==> src/rtl/div_iter.sv <==
// Multi-cycle radix-2 restoring divider for DIV/DIVU in the EX stage.
// Produces {remainder, quotient} one quotient bit per cycle; outputs are registered.
module div_iter #(
  parameter int DATA_W = 32
) (
  input  logic                  clk,
  input  logic                  rst,
  input  logic                  signed_div_i,
  input  logic [DATA_W-1:0]     opdata1_i,
  input  logic [DATA_W-1:0]     opdata2_i,
  input  logic                  start_i,
  input  logic                  annul_i,
  output logic [2*DATA_W-1:0]   result_o,
  output logic                  ready_o
);

  localparam int CNT_W = $clog2(DATA_W + 1);

  localparam logic [1:0] ST_FREE    = 2'b00;
  localparam logic [1:0] ST_BY_ZERO = 2'b01;
  localparam logic [1:0] ST_ON      = 2'b10;
  localparam logic [1:0] ST_END     = 2'b11;

  localparam logic [CNT_W-1:0]    CNT_ZERO = {CNT_W{1'b0}};
  localparam logic [CNT_W-1:0]    CNT_ONE  = {{(CNT_W-1){1'b0}}, 1'b1};
  localparam logic [CNT_W-1:0]    CNT_LAST = CNT_W'(DATA_W);
  localparam logic [DATA_W-1:0]   ZERO_W   = {DATA_W{1'b0}};
  localparam logic [2*DATA_W-1:0] ZERO_2W  = {(2*DATA_W){1'b0}};

  logic [1:0]          state_r;
  logic [CNT_W-1:0]    cnt_r;
  logic [DATA_W-1:0]   rem_r;
  logic [DATA_W-1:0]   dvd_r;
  logic [DATA_W-1:0]   dsr_r;
  logic                sign_a_r;
  logic                sign_b_r;
  logic                signed_r;
  logic [2*DATA_W-1:0] res_r;

  logic [DATA_W:0]     shift_s;
  logic [DATA_W+1:0]   trial_s;
  logic [DATA_W-1:0]   rem_next_s;
  logic                qbit_s;
  logic                neg_quot_s;
  logic                neg_rem_s;
  logic [DATA_W-1:0]   quot_fix_s;
  logic [DATA_W-1:0]   rem_fix_s;
  logic [DATA_W-1:0]   abs_a_s;
  logic [DATA_W-1:0]   abs_b_s;

  // Restoring step, operand magnitudes and final sign correction.
  always_comb begin
    shift_s    = {rem_r, dvd_r[DATA_W-1]};
    // Extra guard bit: the shifted partial remainder can reach 2*divisor-1.
    trial_s    = {1'b0, shift_s} - {2'b00, dsr_r};
    rem_next_s = ZERO_W;
    qbit_s     = 1'b0;
    if (trial_s[DATA_W+1]) begin
      rem_next_s = shift_s[DATA_W-1:0];
      qbit_s     = 1'b0;
    end else begin
      rem_next_s = trial_s[DATA_W-1:0];
      qbit_s     = 1'b1;
    end

    neg_quot_s = signed_r & (sign_a_r ^ sign_b_r);
    neg_rem_s  = signed_r & sign_a_r;
    quot_fix_s = dvd_r;
    rem_fix_s  = rem_r;
    if (neg_quot_s) begin
      quot_fix_s = -dvd_r;
    end else begin
      quot_fix_s = dvd_r;
    end
    if (neg_rem_s) begin
      rem_fix_s = -rem_r;
    end else begin
      rem_fix_s = rem_r;
    end

    abs_a_s = opdata1_i;
    abs_b_s = opdata2_i;
    if (signed_div_i && opdata1_i[DATA_W-1]) begin
      abs_a_s = -opdata1_i;
    end else begin
      abs_a_s = opdata1_i;
    end
    if (signed_div_i && opdata2_i[DATA_W-1]) begin
      abs_b_s = -opdata2_i;
    end else begin
      abs_b_s = opdata2_i;
    end
  end

  // Control FSM, working registers and registered outputs.
  always_ff @(posedge clk) begin
    if (rst) begin
      state_r  <= ST_FREE;
      cnt_r    <= CNT_ZERO;
      rem_r    <= ZERO_W;
      dvd_r    <= ZERO_W;
      dsr_r    <= ZERO_W;
      sign_a_r <= 1'b0;
      sign_b_r <= 1'b0;
      signed_r <= 1'b0;
      res_r    <= ZERO_2W;
      result_o <= ZERO_2W;
      ready_o  <= 1'b0;
    end else begin
      case (state_r)
        ST_FREE: begin
          ready_o  <= 1'b0;
          result_o <= ZERO_2W;
          if (start_i && !annul_i) begin
            if (opdata2_i == ZERO_W) begin
              state_r <= ST_BY_ZERO;
            end else begin
              rem_r    <= ZERO_W;
              dvd_r    <= abs_a_s;
              dsr_r    <= abs_b_s;
              sign_a_r <= opdata1_i[DATA_W-1];
              sign_b_r <= opdata2_i[DATA_W-1];
              signed_r <= signed_div_i;
              cnt_r    <= CNT_ZERO;
              state_r  <= ST_ON;
            end
          end else begin
            state_r <= ST_FREE;
          end
        end
        ST_BY_ZERO: begin
          if (annul_i) begin
            state_r <= ST_FREE;
          end else begin
            res_r   <= ZERO_2W;
            state_r <= ST_END;
          end
        end
        ST_ON: begin
          if (annul_i) begin
            state_r <= ST_FREE;
          end else if (cnt_r != CNT_LAST) begin
            rem_r <= rem_next_s;
            dvd_r <= {dvd_r[DATA_W-2:0], qbit_s};
            cnt_r <= cnt_r + CNT_ONE;
          end else begin
            res_r   <= {rem_fix_s, quot_fix_s};
            state_r <= ST_END;
          end
        end
        ST_END: begin
          // EX holds start_i until it has seen ready_o; its drop releases the divider.
          if (start_i) begin
            ready_o  <= 1'b1;
            result_o <= res_r;
          end else begin
            ready_o  <= 1'b0;
            result_o <= ZERO_2W;
            state_r  <= ST_FREE;
          end
        end
        default: begin
          state_r <= ST_FREE;
        end
      endcase
    end
  end

endmodule

==> config.mk <==
export PLATFORM = sky130hd
export DESIGN_NAME = div_iter
export DESIGN_NICKNAME = d
export VERILOG_FILES = /design/src/rtl/div_iter.sv
export SDC_FILE = /design/constraint.sdc
export NUM_CORES = 1
export LEC_CHECK = 0
export CAP_MARGIN = 20
export CORE_MARGIN = 2
export CORE_UTILIZATION = 35
export DETAILED_ROUTE_END_ITERATION = 7
export GPL_TIMING_DRIVEN = 0
export RECOVER_POWER = 100
export SETUP_SLACK_MARGIN = 0.3
export SLEW_MARGIN = 20
export SYNTH_ARGS = -nofsm -noshare
export SYNTH_HDL_FRONTEND = slang
export SYNTH_SLANG_ARGS = --single-unit
==> constraint.sdc <==
create_clock -name clk -period 3.4 [get_ports clk]
set_input_delay 0.68 -clock clk [delete_from_list [all_inputs] [get_ports clk]]
set_output_delay 0.68 -clock clk [all_outputs]
set_load 0.01 [all_outputs]
==> reports/qor.csv <==
metric,value,unit
outcome,"complete, no violations",
synthXorXnorAreaFrac,10.5,%
placed_area,14500,um2
dp_slack,-0.657,ns
worst_pin_slew,0.799,ns
ys_types,73,
ys_seq_area_share,37.4,%
die-area,37600,um2
finalHoldViolations,0,
finalPower,6.91,mW
ant_nets,0,
start_kind,input pin,
postCtsHoldBufs,0,
stdcell_count,2197,
dr_wl_met3,1730,um
p_leak,6.23,nW
dp_cells,2133,
r2r_cells,12,
slew_violations,0,
drive_gt1_share,6.69,%
netlist_area,12600,um2
grt_max_degree,14,
dr.max_layer_used,met4,
p_per_area,438,nW/um2
globalplace.congestion,0.892,
clockBufferDepth,3,
ir_drop,0.000290,V
finalCritPeriodShare,92.4,%
tns,0,ns
via_count,11432,
final_util,44.3,%
start_util,35.5,%
setup_viol,0,
clock_sinks,236,
async_flop_share,0,%
drt-total-wl,37000,um
met2_length,16000,um
ys.flop_type,dfxtp_1,
timing.rr.end,rem_r[0],
cp-startpoint,opdata2_i[21],
r2r_slack,0.44,ns
io_pins,134,
die_x,194,um
num_rows,69,
max_freq,318,MHz
finalCriticalPeriod,3.14,ns
first_pass_iters,4,
clockRootBuffer,clkbuf_16,
clkLatencyLatePin,0.53,ns
slew_headroom,46.7,%
synth_top_cell_by_area,dfxtp_1,
clk_pin_slew,0.07,ns
crit_path_max_fanout,10,
syn_to_final_growth,24.8,%
r2r-start,rem_r[25],
port_buffers,132,
synth_adder_area_share,4.32,%
synthCells,1540,
yosysMostFrequentCell,nor2_1,
endpoint,rem_r[19],
core_area,35600,um2
required,3.81,ns
grt_pass1_vias,10887,
yosys-top-cells-count,"nor2_1 (255), dfxtp_1 (236), a22oi_1 (118)",
worst_slack,0.257,ns
synth_nets,1652,
dp_hpwl,29200,um
hold_class,reg2reg,
synth_mux_area_share,0.871,%
rsz0062_at_grt,true,
stdcell_area,15800,um2
die_h,194,um
wl_per_cell,16.9,um
fin_skew,0.0150,ns
synth-seq-cells,236,
synth_top_family_by_area,compound AO/OA/AOI/OAI gates,
nets,1826,
synthTopCellsByArea,"dfxtp_1 (37%), nor2_1 (7.6%), a22oi_1 (7.0%)",
synth-simple-area-share,17.3,%
via_per_inst,5.20,
endpoint_kind,flop,
synth_edf_count,0,
synth_compound_area_share,24.7,%
antenna_found_initial,4,
whs,0.474,ns
htree_levels,1,
dr.first_iter.drc_count,730,
setup.worst_path.class,in2reg,
ys_warn_count,0,
wl_met1,18500,um
synth_top_area_share,37.4,%
cts_buffers,26,
grt_pass1_wl,59500,um
arrival,3.55,ns
route.detailed.drc,0,
grt_overflow,0,
cts_tree,done,
syn_area_per_cell,8.21,um2
maxCapViolations,0,
grt_use_total,19.1,%
[sequential cells by signal (all words and copies together), names as in the netlist]
name and flops:
rem_r 32, result_o 64, res_r 64, state_r 2, dsr_r 32, signed_r 1, sign_a_r 1, ready_o 1
sign_b_r 1, dvd_r 32, cnt_r 6
[kinds of logic after synthesis]
group / Yosys count
AOI/OAI and AO/OA: 462
buffers and inverters: 152
and+or+nand+nor: 484
xor gates and xnor gates: 152
muxes: 11
adders and majority gates: 43
DFF: 236
[final cells by class]
cell class	instances	area [um2]
fill	3586	19800
multi-input combinational	1152	7440
sequential	236	4730
timing repair buffer	146	1440
clock buffer	36	749
tap	461	577
buffer	91	410
inverter	61	229
clock inverter	11	194
antenna	3	7.51
[layer usage]
metal	up-vias	global-route usage (%)
li1	5851	-
met1	5296	27.8
met2	236	29.8
met3	49	2.71
met4	0	4.57
met5	-	0
[how the worst min path moves through the flow]
stage	startpoint	to	slack (ns)	cells past startpoint
after floorplan	dsr_r[31]	dsr_r[31]	0.43	2
after global placement	dsr_r[31]	dsr_r[31]	0.44	2
after detailed placement	res_r[35]	res_r[35]	0.46	2
after CTS	res_r[35]	res_r[35]	0.47	2
after global routing	res_r[62]	res_r[62]	0.49	1
final	res_r[1]	res_r[1]	0.47	2
[critical path, cell delays in order]
cell and delay [ns]:
clkdlybuf4s50_1 0.46, or4_1 0.56, or2_4 0.27, nor3_4 0.17, nand4_1 0.22, o21ai_4 0.22, buf_12 0.14, a211oi_4 0.12
clkbuf_1 0.33, a32oi_1 0.28, o21ai_0 0.10
[what timing repair did]
item | 4_1_cts | 5_1_grt
gates resized for setup | 22 | 28
endpoints found under the setup margin | 79 | 79
pin swaps | 5 | 10
gates cloned | 0 | 1
setup buffers | 5 | 8
[where the power goes]
part / leakage [nW] / internal (mW) / total (mW) / switching (mW)
registers: 1.91 / 2.82 / 2.88 / 0.0538
logic: 3.86 / 0.384 / 0.944 / 0.560
clock network: 0.452 / 1.92 / 3.09 / 1.17
total: 6.23 / 5.13 / 6.91 / 1.79
[cells in the final DEF, fill, tap and decap left out, types with 12 or more instances in the layout]
cell type / Yosys / routed
nor2_1: 255 / 253
dfxtp_1: 236 / 233
a22oi_1: 118 / 118
a21oi_1: 110 / 110
nand2_1: 105 / 105
o21ai_0: 78 / 81
xor2_1: 79 / 79
clkbuf_1: 68 / 74
xnor2_1: 73 / 73
dlygate4sd3_1: 0 / 66
clkdlybuf4s50_1: 0 / 65
inv_1: 61 / 60
ha_1: 42 / 42
a211oi_1: 32 / 29
clkbuf_16: 0 / 27
a221o_1: 22 / 22
o31ai_1: 20 / 20
buf_4: 3 / 16
nor3_1: 16 / 15
a22o_1: 15 / 15
or4_1: 13 / 12
nand3_1: 12 / 12
Power figures use the tool's default switching activity.
